$ cat src/rtl/wb_pipe.sv
// Write-back pipeline register with syscall halt FSM, load alignment/extension
// and a retired-instruction counter.
module wb_pipe #(
    parameter  int DATA_W = 32,
    parameter  int REG_AW = 5,
    parameter  int CNT_W  = 32,
    localparam int AL_W   = $clog2(DATA_W/8)
) (
    input  logic              clk,
    input  logic              rst,
    input  logic              stall,
    input  logic              flush,
    input  logic              validm,
    input  logic              regwritem,
    input  logic              memtoregm,
    input  logic              jumplinkm,
    input  logic              syscallm,
    input  logic              ldsignm,
    input  logic [1:0]        ldsizem,
    input  logic [AL_W-1:0]   addrlom,
    input  logic [DATA_W-1:0] rdm,
    input  logic [DATA_W-1:0] aluoutm,
    input  logic [DATA_W-1:0] pcplus4m,
    input  logic [REG_AW-1:0] writeregm,
    input  logic              resume,
    output logic              validw,
    output logic              regwrite,
    output logic [REG_AW-1:0] writereg,
    output logic [DATA_W-1:0] result,
    output logic              halt,
    output logic [CNT_W-1:0]  retired
);

    typedef enum logic {
        RUN  = 1'b0,
        HALT = 1'b1
    } state_t;

    state_t state_q, state_d;

    logic              regwritew, memtoregw, jumplinkw, syscallw, ldsignw;
    logic [1:0]        ldsizew;
    logic [AL_W-1:0]   addrlow;
    logic [DATA_W-1:0] rdw, aluoutw, pcplus4w;

    logic hold;
    logic resume_edge;

    assign resume_edge = (state_q == HALT) && resume;
    assign hold        = stall || ((state_q == HALT) && !resume);

    always_ff @(posedge clk) begin
        if (rst) begin
            state_q <= RUN;
        end else begin
            state_q <= state_d;
        end
    end

    // Halt once a valid syscall sits in WB; only resume leaves HALT.
    always_comb begin
        state_d = state_q;
        case (state_q)
            RUN:     if (validw && syscallw) state_d = HALT;
            HALT:    if (resume)             state_d = RUN;
            default: state_d = RUN;
        endcase
    end

    always_ff @(posedge clk) begin
        if (rst) begin
            validw    <= 1'b0;
            regwritew <= 1'b0;
            memtoregw <= 1'b0;
            jumplinkw <= 1'b0;
            syscallw  <= 1'b0;
            ldsignw   <= 1'b0;
            ldsizew   <= 2'b00;
            addrlow   <= '0;
            rdw       <= '0;
            aluoutw   <= '0;
            pcplus4w  <= '0;
            writereg  <= '0;
            retired   <= '0;
        end else if (flush) begin
            validw    <= 1'b0;
            regwritew <= 1'b0;
            memtoregw <= 1'b0;
            jumplinkw <= 1'b0;
            syscallw  <= 1'b0;
            ldsignw   <= 1'b0;
        end else if (hold) begin
            // A resume under stall still retires the pending syscall.
            if (resume_edge) begin
                syscallw <= 1'b0;
            end
        end else begin
            validw    <= validm;
            regwritew <= regwritem;
            memtoregw <= memtoregm;
            jumplinkw <= jumplinkm;
            syscallw  <= syscallm;
            ldsignw   <= ldsignm;
            ldsizew   <= ldsizem;
            addrlow   <= addrlom;
            rdw       <= rdm;
            aluoutw   <= aluoutm;
            pcplus4w  <= pcplus4m;
            writereg  <= writeregm;
            if (validm) begin
                retired <= retired + CNT_W'(1);
            end
        end
    end

    // Little-endian lane selection; shift amounts are in bits.
    logic [AL_W+2:0] bsh, hsh, wsh;
    logic [7:0]      ldbyte;
    logic [15:0]     ldhalf;
    logic [31:0]     ldword;
    logic [DATA_W-1:0] loaddata;

    assign bsh    = {addrlow, 3'b000};
    assign hsh    = {addrlow[AL_W-1:1], 4'b0000};
    assign wsh    = (AL_W+3)'(addrlow >> 2) << 5;
    assign ldbyte = 8'(rdw >> bsh);
    assign ldhalf = 16'(rdw >> hsh);
    assign ldword = 32'(rdw >> wsh);

    always_comb begin
        loaddata = rdw;
        case (ldsizew)
            2'b10: begin
                loaddata = DATA_W'(ldbyte);
                if (ldsignw && ldbyte[7]) loaddata = loaddata | ~DATA_W'(8'hFF);
            end
            2'b01: begin
                loaddata = DATA_W'(ldhalf);
                if (ldsignw && ldhalf[15]) loaddata = loaddata | ~DATA_W'(16'hFFFF);
            end
            2'b00: begin
                loaddata = DATA_W'(ldword);
                if (ldsignw && ldword[31]) loaddata = loaddata | ~DATA_W'(32'hFFFF_FFFF);
            end
            default: loaddata = rdw;
        endcase
    end

    always_comb begin
        if (jumplinkw)      result = pcplus4w;
        else if (memtoregw) result = loaddata;
        else                result = aluoutw;
    end

    assign halt     = (state_q == HALT);
    assign regwrite = validw && regwritew && (state_q == RUN) && (writereg != '0);

endmodule

$ cat config.mk
export PLATFORM = sky130hd
export DESIGN_NAME = wb_pipe
export DESIGN_NICKNAME = d
export VERILOG_FILES = /design/src/rtl/wb_pipe.sv
export SDC_FILE = /design/constraint.sdc
export NUM_CORES = 1
export LEC_CHECK = 0
export CELL_PAD_IN_SITES_DETAIL_PLACEMENT = 1
export CELL_PAD_IN_SITES_GLOBAL_PLACEMENT = 2
export CORE_UTILIZATION = 31
export CTS_CLUSTER_SIZE = 20
export DETAILED_ROUTE_END_ITERATION = 16
export DONT_BUFFER_PORTS = 1
export HOLD_SLACK_MARGIN = 0.12
export PLACE_DENSITY = 0.73
export SLEW_MARGIN = 20
export SYNTH_ARGS = -nofsm -noshare
export SYNTH_HDL_FRONTEND = slang
export SYNTH_SLANG_ARGS = --single-unit
export TNS_END_PERCENT = 1
$ cat constraint.sdc
create_clock -name clk -period 1.81 [get_ports clk]
set_input_delay 0.362 -clock clk [delete_from_list [all_inputs] [get_ports clk]]
set_output_delay 0.362 -clock clk [all_outputs]
set_load 0.02 [all_outputs]
==> flow_metrics.py <==
metrics = {
    "outcome": {
        "outcome": "complete, but fails checks",
        "violations": "setup timing",
    },
    "power_and_ir_drop": {
        "p_int_w": 0.00594,
        "ir_worst_vdd_mv": 0.612,
        "p_leak_nw": 3.09,
        "pwr-share-comb_pct": 9.7,
        "p_sw_share_pct": 25.7,
        "p_seq_share_pct": 42.4,
        "power_per_cell_area_nw_per_um2": 928,
        "clock_power_share_pct": 47.9,
        "p_total_w": 0.00799,
        "power.switching_w": 0.00205,
    },
    "worst_hold_path": {
        "min_path_type": "in -> reg",
        "holdPathEnd": "aluoutw[25]",
        "min_from": "rst",
        "min_path_cells": 1,
    },
    "detailed_routing": {
        "drc": 0,
        "ant_nets": 0,
        "drtIter0Drc": 232,
        "vias": 6291,
        "first_pass_iters": 4,
        "drt-total-wl_um": 23300,
        "viasPerCell": 5.20,
        "wire_per_inst_um": 19.2,
    },
    "logic_synthesis": {
        "syn_area_um2": 6490,
        "seq_area_frac_synth_pct": 44.4,
        "syn-num-nets": 979,
        "synth_area_per_cell_um2": 7.55,
        "yosysMostFrequentCell": "nand2_1",
        "synth_cell_types": 40,
        "yosys_warnings": 0,
        "synthArstFlopShare_pct": 0,
        "synth_seq_cells": 144,
        "synth_top_cell_by_area": "dfxtp_1",
        "synth.top_cells.by_area": "dfxtp_1 (44%), nand2_1 (14%), a21oi_1 (12%)",
        "synthFlopType": "dfxtp_1",
        "synthCells": 860,
        "ys_top_cells_by_count": "nand2_1 (250), a21oi_1 (152), dfxtp_1 (144), nor2_1 (60), clkbuf_1 (38)",
        "synth_top_cell_area_share_pct": 44.4,
        "synth_edf_count": 0,
    },
    "run": {
        "drv_cap": 0,
    },
    "setup_path": {
        "rr_endpoint": "halt",
        "worstPathRequired_ps": 1450,
        "path_class": "reg -> out",
        "start_kind": "flip-flop",
        "worst-r2r-cell-count": 5,
        "reg2reg_from": "halt",
        "rrSetupSlack_ps": 120,
        "critPathCaptureType": "output pin",
        "crit_arrival_ps": 2150,
        "critical_path.max_fanout": 5,
    },
    "layout": {
        "nNetsFinal": 1045,
        "fin_util_pct": 42.3,
        "fill_cells": 2431,
        "drive_above_1_share_pct": 22.7,
        "n_antenna_cell": 0,
        "syn_to_final_growth_pct": 32.7,
    },
    "clock_network": {
        "h-tree-depth": 4,
        "clk_pin_slew_worst_paths_ps": 70,
        "cts-buffers-inserted": 17,
        "clockBufferDepth": 2,
        "clkSinkCount": 144,
        "ctsHoldBuffers": 7,
        "cts_tree": "built",
        "insertion_delay_ps": 430,
        "cts_root_buffer": "clkbuf_16",
    },
    "placement": {
        "portBuffers": 0,
        "gp_congestion": 0.826,
        "post-place-ws_ps": -513,
        "dp_hpwl_um": 17200,
    },
    "global_routing": {
        "grt_pass1_vias": 6803,
        "antenna_found_initial": 0,
        "grt_util_all_layers_pct": 21.5,
        "grt_max_degree": 140,
        "grt_pass1_wl_um": 36200,
        "overflow": 0,
    },
    "timing": {
        "rsz0062_at_grt": "yes",
        "finalCritPeriodShare_pct": 139,
        "min_period_ps": 2510,
        "tightest_slew_ps": 413,
        "fmax_mhz": 398,
        "layout_setup_ws_ps": -701,
        "setup_viol": 32,
        "slew_violations": 0,
        "relSlewSlack_pct": 72.4,
        "finalHoldViolations": 0,
        "finalClockSkew_ps": 11.3,
    },
    "floorplan": {
        "die_x_um": 147,
        "num_rows": 52,
        "dieArea_um2": 21500,
        "top_level_ports": 188,
        "start_util_pct": 31.9,
        "coreArea_um2": 20400,
        "die_y_um": 147,
    },
}
[cells in the final DEF (no fill, tap or decap), types with 4 or more instances in the layout]
master,n
buf_12,10
xor2_1,25
dfxtp_1,139
a311oi_1,6
dfxtp_2,4
or3_1,4
nand2_1,248
nor2_1,59
and3_1,4
a21oi_1,131
nand3_1,11
o21ai_0,27
bufinv_16,4
a22oi_2,6
clkbuf_16,18
dlygate4sd3_1,7
a21oi_2,19
inv_1,11
buf_4,90
and4_1,4
a222oi_1,7
a22oi_1,9
o31ai_4,10
o21ai_1,4
nand4_1,15
o31ai_2,7
buf_6,4
[flip-flops by register name (all words and copies together), names as in the netlist]
signal	flops
validw	1
jumplinkw	1
retired	32
ldword	32
writereg	5
regwritew	1
memtoregw	1
pcplus4w	32
syscallw	1
aluoutw	32
addrlow	2
ldsignw	1
ldsizew	2
halt	1
[worst max-delay path by stage]
stage,start,to,slack [ps],cells past startpoint
6_report,ldsizew[0],result[20],-700,10
5_1_grt,ldsizew[0],result[17],-760,10
4_1_cts,ldsizew[0],result[6],-660,7
3_5_place_dp,ldsizew[1],result[6],-510,7
3_3_place_gp,ldsizew[1],result[0],-350,7
2_1_floorplan,ldsizew[0],result[21],-170,9
[critical path, cell delays in order, from the launching register on]
cell	delay (ps)
dfxtp_2	330
inv_2	60
ha_4	150
nor2b_4	160
buf_6	120
a2bb2oi_4	60
o21ai_4	240
buf_12	150
a21oi_1	50
o31ai_2	220
buf_4	190
[through the flow]
step / TNS, ps / hold slack, ps / std cells / cell area, µm²
floorplan: -4810 / 436 / 860 / 6750
global placement: -7080 / 438 / 1168 / 7690
detailed placement: -9410 / 446 / 1168 / 7690
CTS: -19190 / -4.51 / 1207 / 8460
global route: -21990 / -15.9 / 1209 / 8610
finish: -19830 / 6.19 / 1209 / 8610
[power by group through the flow]
stage | clock network (W) | logic, W | registers (W)
finish | 0.00383 | 0.000775 | 0.00339
global route | 0.00403 | 0.000842 | 0.00340
CTS | 0.00389 | 0.000750 | 0.00338
detailed placement | 0 | 0.000724 | 0.00345
global placement | 0 | 0.000699 | 0.00345
floorplan | 0 | 0.000529 | 0.00342
[layer usage]
layer	global-route usage [%]	part of all wire, %	vias to the layer above
met3	7.19	6.8	26
met1	23.8	41	3059
met4	6.93	1.7	0
li1	-	-	3050
met5	0	0	-
met2	38.5	51	156
[logic make-up after synthesis]
family,Yosys count,share of synthesized area (%)
simple gates,368,24.5
compound gates,236,20.8
flops,144,44.4
buf+inv,78,5.19
xor+xnor,27,3.64
mux,4,0.829
fa+ha+maj,3,0.579
[what timing repair did]
action                                  CTS  global route
pin swaps                                 1             7
resized for setup                        20            28
gates cloned                              0             1
setup buffers                             0             1
hold endpoints to repair                144           137
endpoints found under the setup margin   33            34
[layout make-up]
type                    count  area (µm²)  area share [%]
multi-input cells         638        3680            42.7
flip-flops and latches    144        2890            33.6
repair buffers            112        1020            11.8
clock buffers              18         429            4.99
well taps                 270         338            3.92
clock inverters            14         204            2.37
inverters                  13        51.3           0.596
Power figures use the tool's default switching activity.
